### src/rtl/seq_det_ctrl.sv
// -----------------------------------------------------------------------------
// seq_det_ctrl
//
// Purpose:
//   Scans a captured 16-bit word MSB-first into an external overlapping "1011"
//   Mealy sequence detector. Each scan starts with the detector freshly reset.
//   The block counts detections, records whether any occurred, and records the
//   scan index of the first one. A scan can be cancelled with abort. The
//   results of the last scan stay visible until the next accepted start.
//
// Ports:
//   clk        in   1   sole clock, rising edge
//   rstn       in   1   asynchronous active-low reset
//   start      in   1   scan request, sampled only in IDLE
//   data_in    in  16   word to scan (MSB first), captured on accepted start
//   len        in   5   bits to scan; 0 or >16 means 16
//   abort      in   1   synchronous cancel of an active scan
//   ser_out    out  1   serial bit to the detector input
//   det_rstn   out  1   active-low detector reset, released only in SHIFT
//   detected   in   1   detector Mealy output (combinational on ser_out)
//   busy       out  1   high in SHIFT and DONE
//   done       out  1   one-cycle pulse in DONE
//   match_cnt  out  3   detections in the last scan, saturating at 7
//   found      out  1   at least one detection in the last scan
//   first_idx  out  4   scan index of the first detection's last bit (0 if none)
// -----------------------------------------------------------------------------
module seq_det_ctrl (
    input  logic        clk,
    input  logic        rstn,
    input  logic        start,
    input  logic [15:0] data_in,
    input  logic [4:0]  len,
    input  logic        abort,
    output logic        ser_out,
    output logic        det_rstn,
    input  logic        detected,
    output logic        busy,
    output logic        done,
    output logic [2:0]  match_cnt,
    output logic        found,
    output logic [3:0]  first_idx
);

    typedef enum logic [1:0] {
        ST_IDLE  = 2'd0,
        ST_SHIFT = 2'd1,
        ST_DONE  = 2'd2
    } state_t;

    state_t      r_state;
    state_t      w_next;

    logic [15:0] r_shift;
    logic [4:0]  r_len;
    logic [3:0]  r_idx;
    logic [2:0]  r_match_cnt;
    logic        r_found;
    logic [3:0]  r_first_idx;

    logic        w_start_acc;
    logic        w_last;
    logic [4:0]  w_len_eff;

    assign w_start_acc = (r_state == ST_IDLE) && start;
    assign w_len_eff   = ((len == 5'd0) || (len > 5'd16)) ? 5'd16 : len;
    // r_len is always 1..16, so r_len-1 never underflows.
    assign w_last      = (r_state == ST_SHIFT) && ({1'b0, r_idx} == (r_len - 5'd1));

    // State register
    always_ff @(posedge clk or negedge rstn) begin
        if (!rstn) begin
            r_state <= ST_IDLE;
        end else begin
            r_state <= w_next;
        end
    end

    // Next-state logic; abort takes priority over the final shift cycle
    always_comb begin
        w_next = r_state;
        case (r_state)
            ST_IDLE:  if (start) w_next = ST_SHIFT;
            ST_SHIFT: begin
                if (abort)       w_next = ST_IDLE;
                else if (w_last) w_next = ST_DONE;
            end
            ST_DONE:  w_next = ST_IDLE;
            default:  w_next = ST_IDLE;
        endcase
    end

    // Output decode from the state register only
    always_comb begin
        busy     = 1'b0;
        done     = 1'b0;
        det_rstn = 1'b0;
        case (r_state)
            ST_SHIFT: begin
                busy     = 1'b1;
                det_rstn = 1'b1;
            end
            ST_DONE: begin
                busy = 1'b1;
                done = 1'b1;
            end
            default: ;
        endcase
    end

    // Shift register, bit index and result registers.
    // The shift register is cleared whenever SHIFT is left, so its MSB can
    // drive ser_out directly and still read 0 in IDLE and DONE.
    always_ff @(posedge clk or negedge rstn) begin
        if (!rstn) begin
            r_shift     <= 16'd0;
            r_len       <= 5'd16;
            r_idx       <= 4'd0;
            r_match_cnt <= 3'd0;
            r_found     <= 1'b0;
            r_first_idx <= 4'd0;
        end else if (w_start_acc) begin
            r_shift     <= data_in;
            r_len       <= w_len_eff;
            r_idx       <= 4'd0;
            r_match_cnt <= 3'd0;
            r_found     <= 1'b0;
            r_first_idx <= 4'd0;
        end else if (r_state == ST_SHIFT) begin
            if (abort) begin
                // Detection on the abort edge is discarded; partial results kept.
                r_shift <= 16'd0;
            end else begin
                r_shift <= w_last ? 16'd0 : {r_shift[14:0], 1'b0};
                r_idx   <= r_idx + 4'd1;
                if (detected) begin
                    if (r_match_cnt != 3'd7) r_match_cnt <= r_match_cnt + 3'd1;
                    if (!r_found) begin
                        r_found     <= 1'b1;
                        r_first_idx <= r_idx;
                    end
                end
            end
        end
    end

    assign ser_out   = r_shift[15];
    assign match_cnt = r_match_cnt;
    assign found     = r_found;
    assign first_idx = r_first_idx;

endmodule

### config.mk
export PLATFORM = sky130hd
export DESIGN_NAME = seq_det_ctrl
export DESIGN_NICKNAME = d
export VERILOG_FILES = /design/src/rtl/seq_det_ctrl.sv
export SDC_FILE = /design/constraint.sdc
export NUM_CORES = 1
export LEC_CHECK = 0
export ABC_AREA = 1
export CORE_MARGIN = 2
export CORE_UTILIZATION = 25
export DETAILED_ROUTE_END_ITERATION = 6
export GPL_TIMING_DRIVEN = 1
export PLACE_DENSITY = 0.54
export SKIP_CTS_REPAIR_TIMING = 1
export SLEW_MARGIN = 10
export SYNTH_ARGS = -nofsm -noshare
export SYNTH_HDL_FRONTEND = slang
export SYNTH_SLANG_ARGS = --single-unit
### constraint.sdc
create_clock -name clk -period 1.75 [get_ports clk]
set_clock_uncertainty 0.1 [all_clocks]
set_input_delay 0.35 -clock clk [delete_from_list [all_inputs] [get_ports clk]]
set_output_delay 0.35 -clock clk [all_outputs]
set_load 0.05 [all_outputs]
==> metrics <==
status=completed; DIE AREA=0.00867 mm2; clk root buf=clkbuf_8; Worst EP required=1.82 ns; total CTS buffers=5; htree depth=2; adder-cell area share of the yosys netlist=5.04%; R2R depth=11; Worst Hold Endpoint=r_len[1]; HP Class=input port to flip-flop; DRT Pass-1 Iters=4; Setup Crit Path Kind=flip-flop to flip-flop; Max IR drop VDD=676 uV; port bufs=37; total grt overflow=0; Syn Nets=303; max cap viols=0; worst hold start=len[1]; Final Max Tran Viols=0; GRT Resource Usage Total=11.2%; Reg clk slew, reported paths=0.07 ns; fin crit period=1.71 ns; fin crit share=97.5%; TritonCTS clock tree=built; CTS Buffer Depth=2; critical path fanouts, max=7; 1st-iter DRT viols=38; Avg Inst Size Synth=7.38 um2; Yosys cell types=24; mapped cell area=0.00198 mm2; area of the multi-input gates=965 um2; initial core utilization=25.7%; global-route wire length before repair=7.67 mm; Mapped Cells=269; Sink Count=35; Cell Chain, Critical Path=inv_2, ha_4, nand2_2, inv_2, nor2_2, nand3_2, nor2_4, nand3_4, clkbuf_16, nand3_1, nand2_1; residual DRC count=0; Reg2Reg Setup Slack=0.04 ns; nets=367; slowest stage cell, crit path=dfrtp_1; largest net degree at the start of global routing=36; vias per inst=4.17; mux contribution to synthesized area=0%; final wirelength=4.71 mm; post-synthesis sequential area ratio=44.2%; Slowest Stage Delay on Critical Path=0.39 ns; Final HPWL DP=3.37 mm; Ports=38; hold depth=3; Crit path max-delay family=simple AND/OR/NAND/NOR gates; Finished Layout Cells=436; Compound-Gate Fraction of Synth Area=10.2%; post-route ant nets=0; layout overhead on the synthesized area=48.5%; Filler cells=809; FF-to-FF End=r_shift[15]; Die Ht=93.1 um; Tightest Pin Transition=0.427 ns; layout cell share with drive strength beyond 1=24.0%; Buf/Inv on CP=3; Rel. slew slack=71.5%; most frequent cells in the layout=56 x nand2_1, 46 x inv_1, 34 x dfrtp_1, 28 x buf_4, 26 x nor2_1; crit end category=flip-flop; RSZ-0062 raised after global routing=yes; largest family of logic cells by synthesized area=simple AND/OR/NAND/NOR gates; Util after Layout=38.1%; Clock Latency Late Sink=0.28 ns; RD Place Congestion=0.733; core area=0.00773 mm2; num rows=32; initial antenna violation count=0; pre-CTS setup slack=-0.409 ns; Synth Area in Simple Gates=27.6%; drt wl/cell=10.8 um; flops & latches, synth=35; Crit path top cell by count=inv_2; Reg area=877 um2; Max Freq=586 MHz; Final Hold Fails=0; Pwr Total=5270 uW; CP Launch Type=flip-flop; final setup violating endpoints=0; number of global-route vias before repair=1667; Worst R2R Start=r_len[0]; die width=93.1 um; Leak=0.00146 uW; Power Density=1790 mW/mm2; most common cell after layout, fill and taps aside=nand2_1; Via Count=1820; Synthesis Warnings=0; critical path arrival=1.78 ns; Placed Cells incl. Taps=422; setup ws final=0.0440 ns; antenna cells=0; post-synthesis xor/xnor area fraction=0%
==> Yosys cell counts <==
cell type,instances,area [um2]
nor2_2,2,12.5
nor2_4,3,33.8
inv_1,51,191
a22o_2,1,10.0
o21ai_1,2,10.0
nand2_1,60,225
dfrtp_1,34,851
dlymetal6s2s_1,1,12.5
nand3_1,26,130
nor3_1,2,10.0
inv_2,2,7.51
clkbuf_1,1,3.75
o21ai_0,26,130
nand2_2,1,6.26
nor2_1,30,113
buf_6,1,11.3
buf_2,3,15.0
dfstp_2,1,26.3
buf_4,2,15.0
ha_1,8,100
or4_1,1,7.51
a211oi_1,1,7.51
a21oi_1,9,45.0
nand3_2,1,10.0
==> sequential cells by signal, indices dropped and copies added, names as in the netlist <==
signal / flops
first_idx: 4
r_len: 5
r_shift: 16
r_idx: 4
match_cnt: 3
r_state: 2
found: 1
==> worst min-delay path, stage by stage <==
cell and delay [ns]:
dlymetal6s2s_1 0.10, nand3_1 0.08, o21ai_0 0.07
==> cell families after synthesis <==
group           count (synthesis)
fa+ha+maj                       8
compound gates                 39
flops                          35
buf+inv                        61
simple gates                  126
==> stage by stage <==
step | area, um2 | TNS (ns) | hold slack, ns
2_1_floorplan | 1990 | 0 | -0.0456
3_3_place_gp | 2680 | -7.10 | 0.379
3_5_place_dp | 2680 | -7.40 | 0.388
4_1_cts | 2760 | -3.11 | 0.349
5_1_grt | 2950 | -0.563 | 0.292
6_report | 2950 | 0 | 0.258
==> where the power goes <==
group | switching (uW) | internal (uW)
sequential | 216 | 1170
combinational | 1890 | 1440
clock | 279 | 279
total | 2380 | 2890
==> layer usage <==
layer / global-route usage, % / vias to the layer above / part of all wire (%)
met4: 2.94 / 0 / 0.79
met2: 17.8 / 29 / 47
met5: 0 / - / 0
met1: 15.1 / 831 / 49
met3: 2.98 / 5 / 3.7
li1: - / 955 / -
==> layout make-up <==
cell class | count | area share, %
clock buffer | 7 | 2.59
clock inverter | 1 | 0.170
inverter | 53 | 6.75
multi-input combinational | 173 | 32.7
sequential | 35 | 29.8
tap | 102 | 4.33
timing repair buffer | 65 | 23.7
==> how the worst max path moves through the flow <==
stage | startpoint | cells after the start | slack (ns) | end
after floorplan | r_state[1] | 9 | 0.01 | match_cnt[2]
after detailed placement | start | 6 | -0.41 | r_shift[15]
after global routing | r_len[0] | 12 | -0.05 | r_shift[14]
after global placement | start | 6 | -0.38 | r_shift[12]
final | r_len[0] | 11 | 0.04 | r_shift[15]
after CTS | r_state[0] | 7 | -0.22 | r_shift[7]
Note: power is estimated with default switching activity, not from simulation.
